File: config.mk
export PLATFORM = sky130hd
export DESIGN_NAME = uart_rx_core
export DESIGN_NICKNAME = d
export VERILOG_FILES = /design/src/rtl/uart_rx_pkg.sv /design/src/rtl/rx_bit_timer.sv /design/src/rtl/uart_rx_core.sv
export SDC_FILE = /design/constraint.sdc
export NUM_CORES = 1
export LEC_CHECK = 0
export ABC_AREA = 0
export BUFFER_PORTS_ARGS = -buffer_cell sky130_fd_sc_hd__clkbuf_2
export CORE_UTILIZATION = 51
export DETAILED_ROUTE_END_ITERATION = 10
export PLACE_DENSITY = 0.78
export SLEW_MARGIN = 10
export SYNTH_ARGS = -nofsm -noshare
export SYNTH_HDL_FRONTEND = slang
export SYNTH_SLANG_ARGS = --single-unit
File: constraint.sdc
create_clock -name clk -period 1.9 [get_ports clk]
set_clock_uncertainty 0.1 [all_clocks]
set_input_delay 0.19 -clock clk [delete_from_list [all_inputs] [get_ports clk]]
set_output_delay 0.19 -clock clk [all_outputs]
set_load 0.1 [all_outputs]
File: src/rtl/uart_rx_pkg.sv
// Shared types and default frame geometry for the UART receive path.
package uart_rx_pkg;

  localparam int DEFAULT_CLKS_PER_BIT = 10;
  localparam int DEFAULT_DATA_BITS    = 8;

  typedef enum logic [2:0] {
    IDLE,
    START,
    DATA,
    STOP,
    LOAD
  } rx_state_t;

endpackage

File: src/rtl/rx_bit_timer.sv
// Bit-period timer: emits a one-cycle sample pulse at mid-bit and counts sampled data bits.
module rx_bit_timer
  import uart_rx_pkg::*;
#(
  parameter int CLKS_PER_BIT = DEFAULT_CLKS_PER_BIT,
  parameter int DATA_BITS    = DEFAULT_DATA_BITS
) (
  input  logic clk,
  input  logic n_rst,
  input  logic clear,
  input  logic enable,
  input  logic half_sel,
  input  logic count_bit,
  output logic sample,
  output logic last_bit
);

  localparam int TW = $clog2(CLKS_PER_BIT);
  localparam int CW = $clog2(DATA_BITS + 1);

  // Terminal counts are one less than the period because the pulse itself
  // happens on the edge that would otherwise advance the timer.
  localparam logic [TW-1:0] FULL_LAST = TW'(CLKS_PER_BIT - 1);
  localparam logic [TW-1:0] HALF_LAST = TW'(CLKS_PER_BIT / 2 - 1);
  localparam logic [CW-1:0] BITS_LAST = CW'(DATA_BITS - 1);

  logic [TW-1:0] timer_reg;
  logic [CW-1:0] bit_cnt_reg;

  assign sample   = enable && (timer_reg == (half_sel ? HALF_LAST : FULL_LAST));
  assign last_bit = sample && count_bit && (bit_cnt_reg == BITS_LAST);

  always_ff @(posedge clk or negedge n_rst) begin
    if (!n_rst) begin
      timer_reg   <= '0;
      bit_cnt_reg <= '0;
    end else if (clear) begin
      timer_reg   <= '0;
      bit_cnt_reg <= '0;
    end else if (enable) begin
      if (sample) begin
        timer_reg <= '0;
      end else begin
        timer_reg <= timer_reg + 1'b1;
      end
      if (sample && count_bit) begin
        bit_cnt_reg <= bit_cnt_reg + 1'b1;
      end
    end
  end

endmodule

File: src/rtl/uart_rx_core.sv
// 8N1 serial receiver: start detect, mid-bit sampling, stop check and a
// one-deep output buffer with ready/read handshake and error flags.
module uart_rx_core
  import uart_rx_pkg::*;
#(
  parameter int CLKS_PER_BIT = DEFAULT_CLKS_PER_BIT,
  parameter int DATA_BITS    = DEFAULT_DATA_BITS
) (
  input  logic                 clk,
  input  logic                 n_rst,
  input  logic                 serial_in,
  input  logic                 data_read,
  output logic [DATA_BITS-1:0] rx_data,
  output logic                 data_ready,
  output logic                 overrun_error,
  output logic                 framing_error
);

  rx_state_t state_reg, state_next;

  logic                 prev_in_reg;
  logic [DATA_BITS-1:0] shift_reg;
  logic [DATA_BITS-1:0] shift_next;
  logic [DATA_BITS-1:0] rx_data_reg;
  logic                 data_ready_reg;
  logic                 overrun_reg;
  logic                 framing_reg;

  logic start_edge;
  logic sample;
  logic last_bit;
  logic timer_clear;
  logic timer_en;
  logic half_sel;
  logic count_bit;
  logic shift_en;
  logic load;
  logic set_ferr;

  assign start_edge = (state_reg == IDLE) && prev_in_reg && !serial_in;

  rx_bit_timer #(
    .CLKS_PER_BIT (CLKS_PER_BIT),
    .DATA_BITS    (DATA_BITS)
  ) u_bit_timer (
    .clk       (clk),
    .n_rst     (n_rst),
    .clear     (timer_clear),
    .enable    (timer_en),
    .half_sel  (half_sel),
    .count_bit (count_bit),
    .sample    (sample),
    .last_bit  (last_bit)
  );

  always_ff @(posedge clk or negedge n_rst) begin
    if (!n_rst) begin
      state_reg   <= IDLE;
      prev_in_reg <= 1'b1;
    end else begin
      state_reg   <= state_next;
      prev_in_reg <= serial_in;
    end
  end

  always_comb begin
    state_next  = state_reg;
    timer_clear = 1'b0;
    timer_en    = 1'b0;
    half_sel    = 1'b0;
    count_bit   = 1'b0;
    shift_en    = 1'b0;
    load        = 1'b0;
    set_ferr    = 1'b0;
    unique case (state_reg)
      IDLE: begin
        if (start_edge) begin
          state_next  = START;
          timer_clear = 1'b1;
        end
      end
      START: begin
        timer_en = 1'b1;
        half_sel = 1'b1;
        // A line that is back high at mid-start was a glitch, not a frame.
        if (sample) begin
          state_next = serial_in ? IDLE : DATA;
        end
      end
      DATA: begin
        timer_en  = 1'b1;
        count_bit = 1'b1;
        if (sample) begin
          shift_en = 1'b1;
          if (last_bit) begin
            state_next = STOP;
          end
        end
      end
      STOP: begin
        timer_en = 1'b1;
        if (sample) begin
          if (serial_in) begin
            state_next = LOAD;
          end else begin
            set_ferr   = 1'b1;
            state_next = IDLE;
          end
        end
      end
      LOAD: begin
        load       = 1'b1;
        state_next = IDLE;
      end
      default: state_next = IDLE;
    endcase
  end

  // Data arrives LSB first, so each new bit enters at the MSB and shifts down.
  generate
    for (genvar gi = 0; gi < DATA_BITS; gi++) begin : g_shift
      if (gi == DATA_BITS - 1) begin : g_msb
        assign shift_next[gi] = serial_in;
      end else begin : g_low
        assign shift_next[gi] = shift_reg[gi+1];
      end
    end
  endgenerate

  always_ff @(posedge clk or negedge n_rst) begin
    if (!n_rst) begin
      shift_reg <= '0;
    end else if (shift_en) begin
      shift_reg <= shift_next;
    end
  end

  // A load in the same cycle as a host read wins: the byte stays ready and
  // the read counts as having consumed the previous one, so no overrun.
  always_ff @(posedge clk or negedge n_rst) begin
    if (!n_rst) begin
      rx_data_reg    <= '0;
      data_ready_reg <= 1'b0;
      overrun_reg    <= 1'b0;
      framing_reg    <= 1'b0;
    end else begin
      if (load) begin
        rx_data_reg    <= shift_reg;
        data_ready_reg <= 1'b1;
        if (data_read) begin
          overrun_reg <= 1'b0;
        end else if (data_ready_reg) begin
          overrun_reg <= 1'b1;
        end
      end else if (data_read) begin
        data_ready_reg <= 1'b0;
        overrun_reg    <= 1'b0;
      end

      if (start_edge) begin
        framing_reg <= 1'b0;
      end else if (set_ferr) begin
        framing_reg <= 1'b1;
      end
    end
  end

  assign rx_data       = rx_data_reg;
  assign data_ready    = data_ready_reg;
  assign overrun_error = overrun_reg;
  assign framing_error = framing_reg;

endmodule

==> results.ini <==
[power]
p_seq_share_pct = 41.7
clockPowerShare_pct = 25.1
power_frac_comb_pct = 33.1
cellPowerDensity_nw_per_um2 = 1250
p_int_mw = 1.41
p_leak_nw = 0.856
switchingPower_mw = 0.724
peakVddDrop_mv = 0.868
p_sw_share_pct = 33.9

[worst_setup_path]
endpoint_kind = flip-flop
arrival_ns = 1.96
criticalPathCategory = flip-flop to flip-flop
crit_path_start_kind = flip-flop
cp_max_fo = 10
worstPathRequired_ns = 2.02

[timing]
finalMaxSlewViolations = 0
setup_viol = 0
fin_crit_sh_pct = 96.9
slew_headroom_pct = 51.2
hold_viol = 0
max_freq_mhz = 543
fin_ws_ns = 0.0582
finalCriticalPeriod_ns = 1.84
tightest_slew_ns = 0.733
setup-tns-final_ns = 0

[status]
outcome = completed

[layout]
area_growth_syn_to_layout_pct = 23.7
design_area_sq_um = 1710
final_nets = 155
layout_commonest_cell = dfrtp_1
mostFrequentLayoutCells = dfrtp_1, mux2_2, clkbuf_2, nor2_1, buf_4
postLayoutCoreUtil_pct = 67.8
fin_cells = 180
drive_gt1_share_pct = 38.7
diodes = 0
fillers = 193

[global_route]
grt_max_degree = 32
grt-busiest-layer = met2
grt_use_met1_pct = 27.5
track_usage_pct = 21.5
grt_overflow_total = 0
grt_pass1_vias = 923
antenna_found_initial = 0
use_met2_pct = 32.9
grt_pass1_wl_mm = 4.21
grt_util_met3_pct = 7.63

[placed_design]
io_buffers = 14
dp.cells = 169
place_hpwl_mm = 1.77
place_area_sq_um = 1590
gp_congestion = 0.852
dp_slack_ns = 0.0452

[synth]
synth_top_area_cell = dfrtp_1
synth_top_cell_area_share_pct = 54.3
seq_area_frac_synth_pct = 56.2
postSynthAreaPerCell_sq_um = 11.9
synth_area_leaders = dfrtp_1, mux2_2, nor2_1
synth_edf_count = 0
ys.flop_type = dfrtp_1
yosys_register_bits = 31
synth_area_sq_um = 1380
syn-instance-count = 116
synthArstFlopShare_pct = 100
yosys_warnings = 0
ys_types = 33
synth_nets = 122

[floorplan]
die_w_microns = 54.0
die_area_sq_um = 2920
pin_count = 15
placeableCoreArea_sq_um = 2520
rows = 18
die_height_microns = 54.0
initial_core_util_pct = 54.8

[drt]
wl_per_cell_microns = 14.2
dr.pass1.iters = 4
drcViolationCount = 0
finalWirelength_mm = 2.56
antenna_left = 0
viasPerCell = 5.49
num_vias = 989
drtIter0Drc = 11

[min_path]
hold_path.class = primary input to asynchronous set/reset pin

[cts]
clkTransAtPathRegs_ns = 0.10
clkLatencyLatePin_ns = 0.33
cts_max_level = 2
cts_buffers = 5
postCtsSetupRepairBufs = 0
cts_tree = built
cts_root_buf = clkbuf_4
clockBufferDepth = 2
cts_num_sinks = 31

[flow_run]
max_cap_viol_count = 0

-- power by group through the flow --
stage	clock, mW	combinational (mW)	sequential [mW]
final	0.537	0.709	0.892
after global routing	0.571	0.782	0.908
after CTS	0.546	0.699	0.887
after detailed placement	0	0.683	0.900
after global placement	0	0.655	0.891
after floorplan	0	0.386	0.956
-- path summary, 6_finish.rpt --
| path | from | to | slack, ns | cells after the start |
|---|---|---|---|---|
| max | u_bit_timer.timer_reg[1] | shift_reg[1] | 0.06 | 4 |
| min | n_rst | u_bit_timer.timer_reg[2] | 0.34 | 2 |
| max reg2reg | u_bit_timer.timer_reg[1] | shift_reg[1] | 0.06 | 4 |
| min reg2reg | overrun_error | overrun_error | 0.41 | 2 |
| max in group asynchronous | n_rst | shift_reg[7] | 0.88 | 2 |
| min in group clk | overrun_error | overrun_error | 0.41 | 2 |
-- cells by family (layout without fill, tap and decap cells) --
family,count (synthesis),count (layout),synth area share (%)
compound gates,12,12,5.53
xor+xnor,4,4,2.54
fa+ha+maj,2,2,1.81
buf+inv,10,44,2.90
flops,31,31,56.3
mux,19,19,15.3
simple gates,38,38,15.7
-- final cells by class --
class                      count  area [sq um]  area share, %
clock buffer                   6          51.3           3.00
inverter                       5          18.8           1.10
sequential                    31           777           45.5
timing repair buffer          31           218           12.7
tap                           30          37.5           2.20
clock inverter                 2          35.0           2.05
multi-input combinational     75           572           33.5
-- metal layers --
layer	up-vias	share of wire (%)
met5	-	0
met4	0	1.9
met3	7	3.5
met2	20	48
met1	485	46
li1	477	-
-- cells in the mapped netlist (2+ instances only) --
library cell and count:
nand2_1 3, nand3_1 3, dfrtp_1 30, nor3_1 5, clkbuf_1 3, mux2_2 17
inv_1 5, a21oi_1 5, nor4_1 3, a31oi_1 2, mux2i_1 2, nor2_1 13
ha_1 2, xnor2_1 4
-- worst max-delay path, stage by stage (launching register included) --
cell	delay [ns]
dfrtp_1	0.40
or4b_4	0.56
nor3_4	0.17
buf_12	0.16
mux2_2	0.34
-- stage by stage --
stage	hold slack [ns]	total power, mW
floorplan	-0.206	1.34
global placement	0.179	1.55
detailed placement	0.192	1.58
CTS	0.369	2.13
global route	0.409	2.26
finish	0.338	2.14
-- timing repair --
action                                  4_1_cts  5_1_grt
resized for setup                             0        2
endpoints found under the setup margin        0       10
hold endpoints to repair                     32        0
hold buffers                                  3        0
Power figures use the tool's default switching activity.
